<file path="src/rtl/mult8_pp_sequencer.sv">
// rtl/mult8_pp_sequencer.sv - time-multiplexed 2W x 2W multiplier built on one shared W x W sub-multiplier
module mult8_pp_sequencer #(
  parameter int SUB_W = 4
) (
  input  logic               clk,
  input  logic               rst_n,
  input  logic               in_valid,
  output logic               in_ready,
  input  logic [2*SUB_W-1:0] a,
  input  logic [2*SUB_W-1:0] b,
  output logic               out_valid,
  input  logic               out_ready,
  output logic [4*SUB_W-1:0] p,
  output logic [SUB_W-1:0]   pp_a,
  output logic [SUB_W-1:0]   pp_b,
  input  logic [2*SUB_W-1:0] pp_p,
  output logic               busy
);

  localparam int OP_W = 2 * SUB_W;
  localparam int P_W  = 4 * SUB_W;

  typedef enum logic [1:0] {
    IDLE = 2'd0,
    CALC = 2'd1,
    DONE = 2'd2
  } state_t;

  state_t          state;
  state_t          state_nxt;
  logic            accept;
  logic [1:0]      step;
  logic [OP_W-1:0] a_q;
  logic [OP_W-1:0] b_q;
  logic [P_W-1:0]  acc;
  logic [P_W-1:0]  p_q;
  logic [P_W-1:0]  pp_ext;
  logic [P_W-1:0]  pp_shifted;
  logic [P_W-1:0]  acc_sum;

  // State register
  always_ff @(posedge clk or negedge rst_n) begin
    if (!rst_n) begin
      state <= IDLE;
    end else begin
      state <= state_nxt;
    end
  end

  // Next-state and handshake decode; DONE hands straight over to CALC when a
  // result is consumed in the same cycle as a new operand pair arrives
  always_comb begin
    state_nxt = state;
    in_ready  = 1'b0;
    busy      = 1'b0;
    accept    = 1'b0;
    case (state)
      IDLE: begin
        in_ready = 1'b1;
        if (in_valid) begin
          accept    = 1'b1;
          state_nxt = CALC;
        end
      end
      CALC: begin
        busy = 1'b1;
        if (step == 2'd3) begin
          state_nxt = DONE;
        end
      end
      DONE: begin
        in_ready = out_ready;
        if (out_ready) begin
          if (in_valid) begin
            accept    = 1'b1;
            state_nxt = CALC;
          end else begin
            state_nxt = IDLE;
          end
        end
      end
      default: begin
        state_nxt = IDLE;
      end
    endcase
  end

  // Quadrant select for the shared sub-multiplier and weight of its product;
  // the cross terms (steps 1 and 2) share the same shift
  always_comb begin
    pp_a       = '0;
    pp_b       = '0;
    pp_ext     = {{(P_W-OP_W){1'b0}}, pp_p};
    pp_shifted = '0;
    if (state == CALC) begin
      case (step)
        2'd0: begin
          pp_a       = a_q[SUB_W-1:0];
          pp_b       = b_q[SUB_W-1:0];
          pp_shifted = pp_ext;
        end
        2'd1: begin
          pp_a       = a_q[SUB_W-1:0];
          pp_b       = b_q[OP_W-1:SUB_W];
          pp_shifted = pp_ext << SUB_W;
        end
        2'd2: begin
          pp_a       = a_q[OP_W-1:SUB_W];
          pp_b       = b_q[SUB_W-1:0];
          pp_shifted = pp_ext << SUB_W;
        end
        default: begin
          pp_a       = a_q[OP_W-1:SUB_W];
          pp_b       = b_q[OP_W-1:SUB_W];
          pp_shifted = pp_ext << (2 * SUB_W);
        end
      endcase
    end
  end

  assign acc_sum = acc + pp_shifted;

  // Operand latch, shift-accumulate and result register; p only moves on the
  // final step so it holds the previous result everywhere else
  always_ff @(posedge clk or negedge rst_n) begin
    if (!rst_n) begin
      a_q  <= '0;
      b_q  <= '0;
      acc  <= '0;
      step <= 2'd0;
      p_q  <= '0;
    end else if (accept) begin
      a_q  <= a;
      b_q  <= b;
      acc  <= '0;
      step <= 2'd0;
    end else if (state == CALC) begin
      acc  <= acc_sum;
      step <= step + 2'd1;
      if (step == 2'd3) begin
        p_q <= acc_sum;
      end
    end
  end

  assign out_valid = (state == DONE);
  assign p         = p_q;

endmodule
</file>
<file path="config.mk">
export PLATFORM = sky130hd
export DESIGN_NAME = mult8_pp_sequencer
export DESIGN_NICKNAME = d
export VERILOG_FILES = /design/src/rtl/mult8_pp_sequencer.sv
export SDC_FILE = /design/constraint.sdc
export NUM_CORES = 1
export LEC_CHECK = 0
export BUFFER_PORTS_ARGS = -buffer_cell sky130_fd_sc_hd__buf_2
export CAP_MARGIN = 20
export CORE_MARGIN = 1.5
export CORE_UTILIZATION = 35
export CTS_CLUSTER_SIZE = 10
export DETAILED_ROUTE_END_ITERATION = 10
export GPL_ROUTABILITY_DRIVEN = 1
export PLACE_DENSITY_LB_ADDON = 0.08
export SLEW_MARGIN = 0
export SYNTH_ARGS = -nofsm -noshare
export SYNTH_HDL_FRONTEND = slang
export SYNTH_SLANG_ARGS = --single-unit
</file>
<file path="constraint.sdc">
create_clock -name clk -period 6.1 [get_ports clk]
set_input_delay 0.305 -clock clk [delete_from_list [all_inputs] [get_ports clk]]
set_output_delay 0.305 -clock clk [all_outputs]
set_load 0.005 [all_outputs]
</file>
* Yosys cells after proc, flatten, opt, wreduce, memory -nomap -nowiden
Index checks and enable logic that the tools add are counted.
** Operators by class
- Bitwise gates (word level) :: 1
- Muxes and demuxes :: 20
- Equal/unequal tests :: 8
- Add/sub/neg operators :: 2
- Reduce and logical (&&, ||, !) cells :: 8
** Operator list (number)
- $mux 16 :: 3
- $pmux 16 s2 :: 1
- $add 16x16->16 :: 1
- $mux 4 :: 4
- $mux 2 :: 5
- $eq 2x2->1 const B :: 3
- $pmux 2 s3 :: 1
- $reduce_and 3->1 :: 2
- $reduce_or 2->1 :: 3
- $eq 2x1->1 const B :: 2
- $logic_not 2->1 :: 2
- $mux 1 :: 4
- $ne 2x1->1 const B :: 2
- $pmux 1 s2 :: 2
- $add 2x1->2 const B :: 1
- $ne 2x2->1 const B :: 1
- $reduce_bool 2->1 :: 1
- $not 1->1 :: 1
** Word-level totals
- Register bits after elaboration :: 52
- Output and inout port bits :: 27
- Word-level logic and storage cells :: 45
- Bits of input ports :: 28

* Logic depth before layout (Yosys ltp)
- Word-level depth :: 7
- Depth in mapped cells :: 13

* Worst setup path after synthesis
No wires, ideal clock.
- Path kind :: register -> register
- Start point :: register step[0]
- End point :: register acc[12]
- Buffers on the path :: 2
- Arrival time :: 2.817 ns
- Cell stages (with the launch flop) :: 14
- Period minus slack after synthesis :: 2.948 ns
- Slack :: 3.152 ns
- Cell sequence :: dfrtp_1 -> inv_1 -> ha_1 -> clkbuf_1 -> clkbuf_1 -> and3_1 -> ha_1 -> fa_1 -> a21o_1 -> a221oi_4 -> o21bai_4 -> o31ai_4 -> xor2_1 -> o21ai_1
** On the way
- Word-level cells in the longest chain between the ends :: 7
- Elaborated cells between the ends (all ways) :: 9
- Classes of those cells :: 1 x add/sub; 2 x eq/ne; 4 x mux; 2 x reduce/logical
** RTL lines
- start, declared :: RTL line 32 : logic [1:0] step;
- start signal, assigned :: RTL line 139 : step <= step + 2'd1;
- $eq 2x2->1 / $eq 2x1->1 (equally long branches) :: RTL line 96 : case (step)
- $reduce_or 2->1 (no source line)
- $pmux 16 s2 (*) :: RTL line 96
- $mux 16 (*) :: RTL line 95 : if (state == CALC) begin
- $add 16x16->16 (*) :: RTL line 121 : assign acc_sum = acc + pp_shifted;
- $mux 16 (*) :: RTL line 137 : end else if (state == CALC) begin
- $mux 16 (*) :: RTL line 132 : end else if (accept) begin
- end signal, assigned :: RTL line 138 : acc <= acc_sum;
- end, declared :: RTL line 35 : logic [P_W-1:0] acc;
Mark *: on every way between the ends. The rest lies on a longest branch, timed or not. The select of a mux whose other input is x is not followed.
A chain may end at the register's enable or synchronous reset.

* Worst setup path in the final report
- Start point :: register step[0]
- End point :: register p_q[12] (netlist: p[12])
** On the way
- Word-level cells in the longest chain between the ends :: 5
- Elaborated cells between the ends (all ways) :: 9
- Classes of those cells :: 1 x add/sub; 3 x eq/ne; 2 x mux; 3 x reduce/logical
** RTL lines
- $eq 2x2->1 / $eq 2x1->1 (equally long branches) :: RTL line 96
- $reduce_or 2->1 (no source line)
- $pmux 16 s2 :: RTL line 96
- $mux 16 :: RTL line 95
- $add 16x16->16 :: RTL line 121
- end signal, assigned :: RTL line 141 : p_q <= acc_sum;
- end, declared :: RTL line 36 : logic [P_W-1:0] p_q;
Several ways; a longest one is shown, not always the timed one.

==> run summary <==
FLOORPLAN
-----------------------------------------------------------------------------------------
Total number of placement rows                                                         33
I/O pin cnt                                                                            55
Die Span X                                                                        96.3 um
Starting utilization of the core area                                               36.5%
Die Ht                                                                            96.3 um
Die Footprint                                                                    9280 um2
Core Footprint                                                                   8340 um2

POWER
-----------------------------------------------------------------------------------------
Pwr per Cell Area                                                              549 nW/um2
Leakage power figure                                                              1.66 nW
Maximum vdd ir drop                                                            0.000168 V
Final total power                                                               0.00192 W

WORST SETUP PATH
-----------------------------------------------------------------------------------------
Largest fanout on the critical path                                                    18
Beginning of the worst register-to-register path                                  step[0]
Worst reg2reg setup slack                                                         2.95 ns
Top cell family by delay on the critical path                                compound AO/OA/AOI/OAI gates
Buffering stage count on the worst path with inverters included                         1
Worst setup SP type                                                                  flop
Worst R2R End                                                                       p[12]
Data arrival, critical path                                                       3.32 ns
Number of cells traversed by the worst register-to-register path                       11
Crit path capture type                                                               flop
Cell repeated most along the worst path                                      sky130_fd_sc_hd__ha_1
Cell chain of the critical path                                              inv_1, ha_1, and3_1, ha_1, fa_1, a21o_1, a221oi_4, o21bai_4, o31ai_4, xor2_1, o21ai_1
WS Path Type                                                                   reg -> reg
Slowest Stage Delay on Critical Path                                              0.42 ns
Worst EP required                                                                 6.27 ns
Slowest CP cell                                                              sky130_fd_sc_hd__dfrtp_1

SYNTHESIS
-----------------------------------------------------------------------------------------
Number of enable flip-flop cells after synthesis                                        0
Post-Syn Area                                                                    3050 um2
Synthesized net count                                                                 354
Sequential area share after synthesis                                               42.7%
FF+latch count, synth                                                                  52
Flip-flop cell with the highest count after synthesis                        sky130_fd_sc_hd__dfrtp_1
Proportion of register bits with asynchronous set or reset after synthesis           100%
Cells after synthesis                                                                 306
Average cell area after synthesis                                                9.96 um2
Number of synthesis warnings                                                            0
Count of distinct cell types in the synthesized netlist                                49

FINAL LAYOUT
-----------------------------------------------------------------------------------------
Area Growth Syn to Fin                                                              14.8%
Leading cell type in the layout, fill and taps excluded                      sky130_fd_sc_hd__buf_2
Filler-free cell count of the finished design                                         459
Antenna diodes                                                                          0
Core utilization of the finished layout                                             42.0%
Net count of the finished layout                                                      401
Layout cell share with drive strength beyond 1                                      26.6%
Top library cells by usage in the layout, fill and taps aside                sky130_fd_sc_hd__buf_2, sky130_fd_sc_hd__dfrtp_1, sky130_fd_sc_hd__nand2_1

ROUTE
-----------------------------------------------------------------------------------------
Violation count after the first detailed-route iteration                               59
Via-per-instance ratio                                                               5.10
Detailed-route wire length                                                        7050 um
Post-detailed-route DRC marker count                                                    0
Number of optimization iterations in the first detailed-route pass                      4
Via count of the routed design                                                       2342
Routed wire per std cell                                                          15.4 um
Final ANT Viol Nets                                                                     0

RUN STATUS
-----------------------------------------------------------------------------------------
Outcome                                                                      complete, no violations

CLOCK TREE
-----------------------------------------------------------------------------------------
CTS root buf                                                                 sky130_fd_sc_hd__clkbuf_8
TritonCTS clock tree                                                                  yes
Clock sinks                                                                            52
Count of instances resized after the clock tree is built                                0
Clock buffer depth                                                                      2
Clock buffers created by TritonCTS                                                      5
Number of post-CTS setup repair buffers                                                 0
Number of hold-repair buffers added at the cts stage                                    0
Clock slew seen by the registers of the worst setup and hold paths                0.10 ns
Clock latency reported for the late side of the worst-skew pair                   0.31 ns
CTS H-tree lvls                                                                         2

TIMING
-----------------------------------------------------------------------------------------
Setup repair after global routing missed its margin                                    no
Final clock period utilization by the worst path                                    51.7%
Upper clock frequency limit                                                       317 MHz
TNS Setup                                                                            0 ns
Final clock skew                                                                0.0110 ns
Count of final hold-check violations                                                    0
Count of final max-slew check failures                                                  0
Slew at the pin closest to its max-slew limit                                    0.815 ns
Max_slew headroom                                                                   45.5%
Clock period minus worst slack                                                    3.15 ns
Number of endpoints failing setup at the final stage                                    0

PLACEMENT
-----------------------------------------------------------------------------------------
Placed wire-length estimate after detailed placement                              5000 um
Count of input and output buffers                                                      54
Weighted congestion at the end of routability-driven global placement               0.820
Number of cells after detailed placement                                              451

GRT
-----------------------------------------------------------------------------------------
Largest net degree at the start of global routing                                      53
Total global routing overflow                                                           0
Combined global-route utilization of all metal layers                               16.7%
Vias in the first global route                                                       2381
Initial antenna violation count                                                         0
Global-route wire length before repair                                           11800 um

JOB
-----------------------------------------------------------------------------------------
Number of violations of the max-capacitance limit                                       0

WORST HOLD PATH
-----------------------------------------------------------------------------------------
HP Class                                                                      in -> async

==> stage by stage <==
| step | setup WS, ns | hold WS (ns) | area [um2] |
|---|---|---|---|
| floorplan | 3.15 | 0.00941 | 3050 |
| global placement | 2.99 | 0.457 | 3390 |
| detailed placement | 2.96 | 0.465 | 3390 |
| CTS | 2.92 | 0.145 | 3500 |
| global route | 2.60 | 0.190 | 3500 |
| finish | 2.95 | 0.113 | 3500 |
==> worst reg2reg max path: stages, from the launching register on <==
cell,delay (ns)
sky130_fd_sc_hd__dfrtp_1,0.42
sky130_fd_sc_hd__inv_1,0.08
sky130_fd_sc_hd__ha_1,0.40
sky130_fd_sc_hd__and3_1,0.25
sky130_fd_sc_hd__ha_1,0.20
sky130_fd_sc_hd__fa_1,0.41
sky130_fd_sc_hd__a21o_1,0.25
sky130_fd_sc_hd__a221oi_4,0.38
sky130_fd_sc_hd__o21bai_4,0.15
sky130_fd_sc_hd__o31ai_4,0.19
sky130_fd_sc_hd__xor2_1,0.21
sky130_fd_sc_hd__o21ai_1,0.08
==> worst max path at each step <==
stage,startpoint,to,slack [ns],depth (start not counted)
after global placement,step[0],p[12],2.99,11
after detailed placement,step[0],acc[15],2.96,11
after floorplan,step[0],acc[12],3.15,13
after global routing,step[0],p[12],2.60,11
final,step[0],p[12],2.95,11
after CTS,step[0],acc[15],2.92,11
==> sequential cells by signal, summed over array words and instances (netlist names) <==
signal and flops:
p 16, acc 16, state 2, b_q 8
step 2, a_q 8
==> per-layer routing <==
layer  GRT usage [%]  share of wire [%]
met5               0                  0
met4            4.47                1.1
met3            3.24                3.5
met2            25.2                 43
met1            24.4                 53
==> logic make-up after synthesis <==
| logic type | share of synthesized area (%) |
|---|---|
| flops | 42.7 |
| mux | 7.35 |
| simple gates | 12.3 |
| compound gates | 21.0 |
| buf+inv | 3.37 |
| xor+xnor | 4.84 |
| fa+ha+maj | 8.46 |
==> cell usage after synthesis (2+ instances only) <==
cell | number | area share, %
sky130_fd_sc_hd__dfrtp_1 | 52 | 43
sky130_fd_sc_hd__nand2_1 | 48 | 5.9
sky130_fd_sc_hd__o21ai_0 | 28 | 4.6
sky130_fd_sc_hd__a21oi_1 | 21 | 3.4
sky130_fd_sc_hd__ha_1 | 19 | 7.8
sky130_fd_sc_hd__mux2_2 | 18 | 6.7
sky130_fd_sc_hd__clkbuf_1 | 11 | 1.4
sky130_fd_sc_hd__nor2_1 | 10 | 1.2
sky130_fd_sc_hd__xnor2_1 | 10 | 2.9
sky130_fd_sc_hd__a22oi_1 | 8 | 2.0
sky130_fd_sc_hd__o22ai_1 | 7 | 1.4
sky130_fd_sc_hd__a21o_1 | 6 | 1.5
sky130_fd_sc_hd__nor3_1 | 6 | 0.99
sky130_fd_sc_hd__inv_1 | 5 | 0.62
sky130_fd_sc_hd__xor2_1 | 5 | 1.4
sky130_fd_sc_hd__and2_1 | 4 | 0.82
sky130_fd_sc_hd__and3_1 | 4 | 0.82
sky130_fd_sc_hd__buf_2 | 4 | 0.66
sky130_fd_sc_hd__o21ai_1 | 4 | 0.66
sky130_fd_sc_hd__a211oi_1 | 2 | 0.49
sky130_fd_sc_hd__nand2b_1 | 2 | 0.41
sky130_fd_sc_hd__nand4_1 | 2 | 0.41
sky130_fd_sc_hd__nor2b_1 | 2 | 0.41
sky130_fd_sc_hd__o21bai_1 | 2 | 0.49
sky130_fd_sc_hd__o21bai_2 | 2 | 0.74
==> area by class of cell <==
class | instances | area (um2)
sequential | 52 | 1300
clock inverter | 2 | 35.0
fill | 878 | 4840
clock buffer | 6 | 72.6
inverter | 6 | 22.5
multi-input combinational | 231 | 1640
timing repair buffer | 57 | 293
tap | 105 | 131
==> where the power goes <==
group          switching, W  leakage [nW]  internal [W]
Combinational      0.000626         0.966      0.000460
Sequential        0.0000896         0.643      0.000506
Clock              0.000119        0.0552      0.000122
Total              0.000834          1.66       0.00109
No activity file was read; power rests on OpenSTA's default activity.
